[config.mk]
export PLATFORM = sky130hd
export DESIGN_NAME = mru_snapshot_serializer
export DESIGN_NICKNAME = d
export VERILOG_FILES = /design/src/rtl/mru_snapshot_serializer.sv
export SDC_FILE = /design/constraint.sdc
export NUM_CORES = 1
export LEC_CHECK = 0
export ABC_AREA = 1
export CORE_UTILIZATION = 30
export CTS_CLUSTER_SIZE = 8
export DETAILED_ROUTE_END_ITERATION = 10
export GPL_ROUTABILITY_DRIVEN = 0
export PLACE_DENSITY = 0.6
export SKIP_CTS_REPAIR_TIMING = 1
export SKIP_LAST_GASP = 1
export SLEW_MARGIN = 15
export SYNTH_ARGS = -nofsm -noshare
export SYNTH_HDL_FRONTEND = slang
export SYNTH_SLANG_ARGS = --single-unit
[constraint.sdc]
create_clock -name clk_in -period 4.03 [get_ports clk_in]
set_clock_uncertainty 0.2 [all_clocks]
set_input_delay 0.6045 -clock clk_in [delete_from_list [all_inputs] [get_ports clk_in]]
set_output_delay 0.6045 -clock clk_in [all_outputs]
set_load 0.02 [all_outputs]
[src/rtl/mru_snapshot_serializer.sv]
// Captures the 4-entry MRU list on request and streams its valid entries, newest first,
// over a valid/ready port. Requests arriving while a stream is in progress are counted as drops.
module mru_snapshot_serializer #(
  parameter int unsigned DATA_W = 8,
  parameter int unsigned CNT_W  = 8
) (
  input  logic              clk_in,
  input  logic              reset_in,
  input  logic [DATA_W-1:0] in_0,
  input  logic              in_valid_0,
  input  logic [DATA_W-1:0] in_1,
  input  logic              in_valid_1,
  input  logic [DATA_W-1:0] in_2,
  input  logic              in_valid_2,
  input  logic [DATA_W-1:0] in_3,
  input  logic              in_valid_3,
  input  logic              snap_req_in,
  input  logic              out_ready_in,
  output logic [DATA_W-1:0] out_data,
  output logic [1:0]        out_idx,
  output logic              out_last,
  output logic              out_valid,
  output logic              busy_out,
  output logic              empty_snap_out,
  output logic [CNT_W-1:0]  drop_cnt_out
);

  typedef enum logic {IDLE, SEND} state_t;

  state_t            state, state_n;
  logic [DATA_W-1:0] snap_data [4];
  logic [3:0]        snap_vld;
  logic [DATA_W-1:0] in_data [4];
  logic [3:0]        in_vld;

  logic [DATA_W-1:0] out_data_n;
  logic [1:0]        out_idx_n;
  logic              out_last_n;
  logic              out_valid_n;
  logic              empty_n;
  logic              xfer, final_xfer, accept, drop;
  logic [3:0]        rem;
  logic [1:0]        sel;

  function automatic logic [1:0] low_idx(input logic [3:0] m);
    logic [1:0] r;
    r = '0;
    for (int unsigned i = 4; i > 0; i--) begin
      if (m[i-1]) r = 2'(i - 1);
    end
    return r;
  endfunction

  function automatic logic [3:0] above(input logic [1:0] i);
    logic [3:0] base;
    base = 4'hE;
    return base << i;
  endfunction

  assign in_data[0] = in_0;
  assign in_data[1] = in_1;
  assign in_data[2] = in_2;
  assign in_data[3] = in_3;
  assign in_vld     = {in_valid_3, in_valid_2, in_valid_1, in_valid_0};

  assign xfer       = out_valid & out_ready_in;
  assign final_xfer = xfer & out_last;
  assign accept     = snap_req_in & ((state == IDLE) | final_xfer);
  assign drop       = snap_req_in & (state == SEND) & ~final_xfer;
  assign busy_out   = (state == SEND);

  // The next beat is fully resolved here so every output comes straight from a flop;
  // a fresh capture presents its first beat from the input bus, later beats from the snapshot.
  always_comb begin
    state_n     = state;
    out_data_n  = out_data;
    out_idx_n   = out_idx;
    out_last_n  = out_last;
    out_valid_n = out_valid;
    empty_n     = 1'b0;
    rem         = '0;
    sel         = '0;
    if (accept) begin
      sel         = low_idx(in_vld);
      out_data_n  = in_data[sel];
      out_idx_n   = sel;
      out_last_n  = ~|(in_vld & above(sel));
      out_valid_n = |in_vld;
      empty_n     = ~|in_vld;
      state_n     = (|in_vld) ? SEND : IDLE;
    end else if (final_xfer) begin
      state_n     = IDLE;
      out_valid_n = 1'b0;
      out_last_n  = 1'b0;
    end else if (xfer) begin
      rem        = snap_vld & above(out_idx);
      sel        = low_idx(rem);
      out_data_n = snap_data[sel];
      out_idx_n  = sel;
      out_last_n = ~|(rem & above(sel));
    end
  end

  always_ff @(posedge clk_in or negedge reset_in) begin
    if (!reset_in) begin
      state          <= IDLE;
      snap_vld       <= '0;
      for (int unsigned i = 0; i < 4; i++) snap_data[i] <= '0;
      out_data       <= '0;
      out_idx        <= '0;
      out_last       <= 1'b0;
      out_valid      <= 1'b0;
      empty_snap_out <= 1'b0;
      drop_cnt_out   <= '0;
    end else begin
      state          <= state_n;
      out_data       <= out_data_n;
      out_idx        <= out_idx_n;
      out_last       <= out_last_n;
      out_valid      <= out_valid_n;
      empty_snap_out <= empty_n;
      if (accept) begin
        snap_data <= in_data;
        snap_vld  <= in_vld;
      end
      if (drop && (drop_cnt_out != '1)) drop_cnt_out <= drop_cnt_out + 1'b1;
    end
  end

endmodule

==> results.toml, run 1 <==
[clocking]
cts_root_buf = "clkbuf_8"
cts.htree.levels = 2
cts_buffers = 5
cts_tree = "yes"
clk_latency_ps = 310
clk_path_buf_depth = 2
cts_sinks = 56
clkSlewWorstSetupHoldPaths_ps = 100

[power]
power_density_mw_per_mm2 = 696
leakagePower_uw = 0.00191
switching_share = 0.426
power_switching_uw = 1160
total_power_uw = 2720
seqPwrFrac = 0.356
p_clk_frac = 0.149
irDropWorstVdd_mv = 0.218
power_frac_comb = 0.495
internal_power_uw = 1560

[timing]
finalHoldViolCount = 0
rsz0062_at_grt = "no"
finalCriticalPeriod_ps = 2390
finalCritPeriodShare = 0.593
relSlewSlack = 0.479
fin_tns_setup_ps = 0
max_slew.worst_pin.slew_ps = 782
drv_slew = 0
max_clock_freq_mhz = 419
setup_viol = 0

[detailed_routing]
ant_nets = 0
wl_per_cell_microns = 12.5
viasPerCell = 4.53
drt_iter0_markers = 192
routed_wl_microns = 7650
first_pass_iters = 4
route.detailed.drc = 0
vias = 2771

[synthesis]
synth_warnings = 0
syn_area_per_cell_sq_um = 7.30
yosysUniqueCellTypes = 25
seq_area_frac_synth = 0.454
synth-seq-cells = 56
syn_inst = 423
synthesis.area_sq_mm = 0.00309
synth_nets = 464

[final_layout]
diodes = 0
areaGrowthSynthToFinish_pct = 26.6
finalNetCount = 519
layout-drive-gt1-share = 0.0710

[worst_setup_path]
critPathCaptureType = "register"
crit_required_ps = 4060
worstPathArrival_ps = 2420
critPathKind = "reg2reg"
r2r-end = "out_idx[0]"
r2r_cells = 7
crit_start = "out_idx[1]"
cp_max_fo = 20
critPathLaunchType = "register"
ff2ff_setup_slack_ps = 1640
r2r_start = "out_idx[1]"
cp-endpoint = "out_idx[0]"

[global_routing]
grt.busiest_layer = "met2"
use_met2 = 0.250
use_met3 = 0.0215
use_met1 = 0.217
grt_pass1_vias = 2634
antenna_found_initial = 0
grt_pass1_wl_microns = 12700
grt_max_degree = 66
track_usage = 0.153
overflow = 0

[floorplanning]
core_area_sq_mm = 0.00986
start_util = 0.313
die_h_microns = 103
fp.dieArea_sq_mm = 0.0107
num_rows = 36
die_w_microns = 103
ios = 62

[worst_hold_path]
min_path_type = "in2async"

[placed_design]
hpwl_microns = 5710
io_buffers = 61

[run]
cap_violations = 0

[outcome]
outcome = "complete, no violations"
layout make-up:
cell class	count	area (sq um)
inverter	65	244
fill	1048	5950
clock buffer	7	96.3
tap	133	166
multi-input combinational	286	1340
clock inverter	1	30.0
sequential	56	1400
timing repair buffer	64	628
worst min-delay path by stage:
stage / start / end / slack, ps / cells past startpoint
after floorplan: reset_in / drop_cnt_out[0] / 110 / 0
after global placement: snap_data[9] / snap_data[9] / 260 / 2
after detailed placement: snap_data[11] / snap_data[11] / 270 / 2
after CTS: reset_in / drop_cnt_out[3] / 130 / 1
after global routing: reset_in / drop_cnt_out[2] / 160 / 1
final: reset_in / drop_cnt_out[3] / 100 / 1
state kept, by name, indices dropped and copies added (netlist names):
| name | flops |
|---|---|
| snap_data | 32 |
| drop_cnt_out | 8 |
| out_data | 8 |
| snap_vld | 3 |
| out_idx | 2 |
| empty_snap_out | 1 |
| out_last | 1 |
| out_valid | 1 |
critical path: stages, from the launching register on:
cell and delay (ps):
dfrtp_1 420, inv_2 80, nand3_1 350, nand2_1 700, inv_2 170, a21oi_1 190, o21ai_0 100, o21ai_0 100
per-stage QoR:
| step | setup WS (ps) | instance area [sq um] | hold WS [ps] | utilization | std cells |
|---|---|---|---|---|---|
| 6_report | 1640 | 3910 | 104 | 0.396 | 612 |
| 3_5_place_dp | 1310 | 3780 | 267 | 0.384 | 604 |
| 2_1_floorplan | 2270 | 3090 | 109 | - | 423 |
| 4_1_cts | 1640 | 3910 | 133 | 0.396 | 612 |
| 5_1_grt | 1450 | 3910 | 162 | 0.396 | 612 |
| 3_3_place_gp | 1300 | 3780 | 258 | 0.384 | 604 |
cells in the mapped netlist, drive strengths merged:
library cell / count / area, sq um
o21ai: 48 / 244
ha: 1 / 12.5
nand2: 131 / 504
nor3: 3 / 20.0
xnor2: 2 / 17.5
a21oi: 7 / 35.0
dfrtp: 56 / 1400
buf: 11 / 81.3
o211ai: 1 / 7.51
inv: 65 / 244
nand3b: 5 / 37.5
clkbuf: 5 / 18.8
nor2: 29 / 146
xor2: 3 / 26.3
nand3: 56 / 293
placed cells by master (no fill, tap or decap), types with 4 or more instances in the layout:
cell             synthesis  layout
clkbuf_8                 0       7
nor2_4                   4       4
nand2_1                126     126
dfrtp_1                 56      56
nor2_1                  22      22
clkdlybuf4s50_1          0      60
inv_1                   58      58
nand3_1                 55      55
nand2_2                  5       5
o21ai_1                  5       5
a21oi_1                  7       7
o21ai_0                 42      42
inv_2                    7       7
nand3b_1                 5       5
cells by family after synthesis:
group / count (synthesis) / share of synthesized area
AND/OR/NAND/NOR: 224 / 0.324
XOR/XNOR: 5 / 0.0142
buffers and inverters: 81 / 0.111
AO/OA/AOI/OAI: 56 / 0.0927
adder cells (fa/ha/maj): 1 / 0.00405
flip-flops: 56 / 0.454
per-layer routing:
layer / routed length (microns) / vias up
met5: 0 / -
met4: 67 / 0
met3: 326 / 5
met2: 3530 / 55
met1: 3730 / 1279
li1: - / 1432
power by group through the flow:
stage	clock network, uW	logic, uW	registers, uW
2_1_floorplan	0	852	1050
3_3_place_gp	0	1340	976
3_5_place_dp	0	1350	984
4_1_cts	416	1360	973
5_1_grt	439	1550	1000
6_report	404	1350	970
Note: power is estimated with default switching activity, not from simulation.
==> inputs of run 2 (changes only) <==
==> constraint.sdc (replaced) <==
create_clock -name clk_in -period 2.5 [get_ports clk_in]
set_clock_uncertainty 0.2 [all_clocks]
set_input_delay 0.375 -clock clk_in [delete_from_list [all_inputs] [get_ports clk_in]]
set_output_delay 0.375 -clock clk_in [all_outputs]
set_load 0.02 [all_outputs]
==> run 2 against run 1 <==
First-iteration DRC count fell by 20%. Via count rose by 3.0%. Routed wire length rose by 3.1%. Power rose by 61%. Worst hold slack improved by 190 ps. Setup slack got worse by 1100 ps. Register-to-register slack got worse by 1100 ps. Sequential power rose by 61%. Largest power group unchanged.
==> results.toml, run 2 (synthesized netlist as in run 1, its figures left out) <==
[outcome]
outcome = "complete, no violations"

[clocking]
cts_root_buf = "clkbuf_8"
cts_sinks = 56
clkSlewWorstSetupHoldPaths_ps = 110
clk_path_buf_depth = 2
cts_buffers = 5
cts_tree = "yes"
cts.htree.levels = 2
clk_latency_ps = 310

[floorplanning]
num_rows = 36
fp.dieArea_sq_mm = 0.0107
core_area_sq_mm = 0.00986
die_w_microns = 103
die_h_microns = 103
start_util = 0.313
ios = 62

[worst_setup_path]
crit_required_ps = 2500
critPathKind = "in2reg"
path_cells = "clkdlybuf4s50_1, inv_1, nand2_2, nand2_2, buf_4, nand2_1, o21ai_0, nand2_1, nand3_1, nor2_1, nor2_1"
ff2ff_setup_slack_ps = 590
worstPathArrival_ps = 2010
worst-path-buf-inv = 3
crit_family = "buffers and inverters"
critPathLaunchType = "input pin"
slowest_delay_ps = 520
critPathCaptureType = "register"
critPathSlowestCell = "clkdlybuf4s50_1"
cp_max_fo = 14

[detailed_routing]
vias = 2853
route.detailed.drc = 0
drt_iter0_markers = 153
wl_per_cell_microns = 12.7
routed_wl_microns = 7890
viasPerCell = 4.59
ant_nets = 0
first_pass_iters = 4

[worst_hold_path]
min_path_type = "reg2reg"

[timing]
max_slew.worst_pin.slew_ps = 475
holdWs_ps = 293
finalCriticalPeriod_ps = 2010
finalHoldViolCount = 0
rsz0062_at_grt = "no"
drv_slew = 0
fin_tns_setup_ps = 0
relSlewSlack = 0.683
finalCritPeriodShare = 0.803
max_clock_freq_mhz = 498
setup_viol = 0

[placed_design]
io_buffers = 61
place_area_sq_mm = 0.00386
hpwl_microns = 6050

[final_layout]
top_register = "snap_data"
largest_reg_flops = 32
fin_area_sq_mm = 0.00396
layout-drive-gt1-share = 0.0861
reg_top3 = "snap_data (32), drop_cnt_out (8), out_data (8)"
final_common_cell = "nand2_1"
diodes = 0
finalCoreUtilization = 0.402
finalNetCount = 528
fill_cells = 1019
areaGrowthSynthToFinish_pct = 28.3
layout_common_cells = "nand2_1 (126), clkdlybuf4s50_1 (60), inv_1 (58)"

[global_routing]
use_met1 = 0.210
antenna_found_initial = 0
use_met3 = 0.0228
overflow = 0
track_usage = 0.159
grt_max_degree = 66
grt.busiest_layer = "met2"
use_met2 = 0.267
grt_pass1_vias = 2789
grt_pass1_wl_microns = 13100

[power]
leakagePower_uw = 0.00195
irDropWorstVdd_mv = 0.333
power_density_mw_per_mm2 = 1100

[run]
cap_violations = 0
==> run 2: cell count changes in the layout (fill, tap and decap cells not counted) <==
cell           delta
buf_12            +1
buf_4             +7
bufinv_16         -1
clkbuf_8          -1
clkinv_2          +1
dlygate4sd3_1     +1
inv_6             +1
==> run 2: final cells by class <==
class,instances,area (sq um),area share
flip-flops and latches,56,1400,0.354
multi-input cells,286,1340,0.339
repair buffers,73,711,0.179
inverters,65,244,0.0616
well taps,133,166,0.0420
clock buffers,6,82.6,0.0208
clock inverters,2,13.8,0.00347
==> run 2: metal layers <==
metal,vias up,share of wire
met4,0,0.013
met5,-,0
met2,67,0.47
li1,1444,-
met3,7,0.046
met1,1335,0.47
==> run 2: path summary, 6_finish.rpt <==
path,from,endpoint,depth (start not counted)
min in group asynchronous,reset_in,drop_cnt_out[2],2
worst min-delay path,snap_data[7],snap_data[7],2
worst max register to register,out_idx[0],out_data[3],9
worst max-delay path,in_valid_1,out_data[5],11
max in group asynchronous,reset_in,drop_cnt_out[5],3
worst min register to register,snap_data[7],snap_data[7],2
==> run 2: through the flow <==
| stage | instances | setup slack, ps | power (uW) |
|---|---|---|---|
| after detailed placement | 612 | 156 | 3870 |
| after global placement | 612 | 196 | 3820 |
| final | 621 | 492 | 4380 |
| after global routing | 621 | 349 | 4800 |
| after CTS | 620 | 496 | 4420 |
| after floorplan | 423 | 741 | 3070 |
==> run 2: report_power, final <==
| part | leakage [uW] | total, uW | switching [uW] | internal (uW) |
|---|---|---|---|---|
| clock network | 0.0000516 | 531 | 303 | 228 |
| registers | 0.000684 | 1560 | 250 | 1310 |
| logic | 0.00121 | 2280 | 1360 | 917 |
==> run 2: tightest hold or removal path, delay by kind of cell (launching register included) <==
| kind | cells | cell delay (ps) |
|---|---|---|
| DFF | 1 | 360 |
| and+or+nand+nor | 2 | 110 |
==> inputs of run 3 (changes only) <==
==> constraint.sdc (replaced) <==
create_clock -name clk_in -period 2 [get_ports clk_in]
set_clock_uncertainty 0.2 [all_clocks]
set_input_delay 0.3 -clock clk_in [delete_from_list [all_inputs] [get_ports clk_in]]
set_output_delay 0.3 -clock clk_in [all_outputs]
set_load 0.02 [all_outputs]
==> run 3 against run 2 <==
Cell count rose by 2.7%. Highest routed layer unchanged. Setup slack worse by 380 ps. Non-clock buffer count rose by 17. Power increased by 26%. Routed wire length is 5.1% lower. Core utilization is 1.5 points higher. Critical path type is now reg2out. Worst hold slack got worse by 100 ps. Flip-flop and latch count stayed put. Die area did not move. First-iteration DRC count decreased by 22%. Count of clock-buffer cells in the layout increased by 2.
==> results.toml, run 3 (synthesized netlist as in run 1, its figures left out) <==
[power]
irDropWorstVdd_mv = 0.409
power_density_mw_per_mm2 = 1340
leakagePower_uw = 0.00203

[outcome]
outcome = "complete, no violations"

[detailed_routing]
routed_wl_microns = 7490
vias = 2842
wl_per_cell_microns = 11.7
ant_nets = 0
drt_iter0_markers = 119
viasPerCell = 4.45
first_pass_iters = 5
route.detailed.drc = 0

[final_layout]
diodes = 0
finalNetCount = 545
layout-drive-gt1-share = 0.113
fin_area_sq_mm = 0.00411
reg_top3 = "snap_data (32), drop_cnt_out (8), out_data (8)"
top_register = "snap_data"
layout_common_cells = "nand2_1 (126), clkdlybuf4s50_1 (60), inv_1 (58)"
final_common_cell = "nand2_1"
finalCoreUtilization = 0.417
areaGrowthSynthToFinish_pct = 33.0
largest_reg_flops = 32

[worst_hold_path]
min_path_type = "in2async"

[timing]
rsz0062_at_grt = "no"
relSlewSlack = 0.803
max_slew.worst_pin.slew_ps = 295
drv_slew = 0
max_clock_freq_mhz = 531
finalCritPeriodShare = 0.942
setup_slack_ps = 116
finalCriticalPeriod_ps = 1880
finalHoldViolCount = 0
fin_tns_setup_ps = 0
setup_viol = 0

[global_routing]
track_usage = 0.147
overflow = 0
antenna_found_initial = 0
grt_pass1_vias = 2593
grt_pass1_wl_microns = 12200
grt_max_degree = 32

[clocking]
cts_sinks = 56
cts_root_buf = "clkbuf_8"
cts_buffers = 5
cts_tree = "yes"
clk_latency_ps = 300
clk_path_buf_depth = 2
clkSlewWorstSetupHoldPaths_ps = 90
cts.htree.levels = 2

[placed_design]
io_buffers = 61
post-place-ws_ps = -31.0
hpwl_microns = 5950
place_area_sq_mm = 0.00401

[floorplanning]
die_w_microns = 103
ios = 62
die_h_microns = 103
fp.dieArea_sq_mm = 0.0107
core_area_sq_mm = 0.00986
start_util = 0.313
num_rows = 36

[worst_setup_path]
critPathCaptureType = "primary output"
crit_required_ps = 1500
critPathKind = "reg2out"
path_cells = "clkdlybuf4s50_1"
worstPathArrival_ps = 1380
worst-path-buf-inv = 1
cp_max_fo = 5
crit_family = "buffers and inverters"
slowest_delay_ps = 630
critPathLaunchType = "register"
critPathSlowestCell = "clkdlybuf4s50_1"

[run]
cap_violations = 0
==> run 3: metal layers <==
metal | GRT usage | wire (microns) | up-vias
li1 | - | - | 1481
met1 | 0.199 | 3640 | 1301
met2 | 0.244 | 3450 | 54
met3 | 0.0202 | 318 | 6
met4 | 0.0423 | 83 | 0
met5 | 0 | 0 | -
==> run 3: worst register-to-register path, cell delays in order (launching register included) <==
cell,delay (ps)
dfrtp_1,420
inv_2,90
nand3_1,150
nand2_1,290
inv_1,190
nand3_1,120
nand3_1,70
nand3_1,80
nand2_1,50
==> run 3: path summary, 6_finish.rpt <==
path	start	endpoint	slack, ps	cells after the start
worst max-delay path	out_last	out_last	120	1
worst min-delay path	reset_in	drop_cnt_out[2]	190	2
worst max register to register	out_idx[1]	out_data[6]	240	8
worst min register to register	snap_data[14]	snap_data[14]	280	2
max in group asynchronous	reset_in	snap_data[11]	910	3
min in group clk_in	snap_data[14]	snap_data[14]	280	2
==> run 3: area by class of cell <==
class	instances	area, sq um
Clock buffer	8	90.1
Inverter	65	244
Sequential cell	56	1400
Timing Repair Buffer	90	863
Fill cell	1017	5760
Tap cell	133	166
Multi-Input combinational cell	286	1340
==> run 3: through the flow <==
stage / cells / power (uW) / hold slack (ps)
6_report: 638 / 5500 / 189
5_1_grt: 638 / 6020 / 205
4_1_cts: 637 / 5570 / -360
3_5_place_dp: 629 / 4910 / -17.1
3_3_place_gp: 629 / 4870 / -14.6
2_1_floorplan: 423 / 3840 / -196
==> run 3: report_power, final <==
group	internal, uW	switching, uW	leakage (uW)
Combinational	1240	1670	0.00130
Clock	284	347	0.0000455
Sequential	1640	316	0.000684
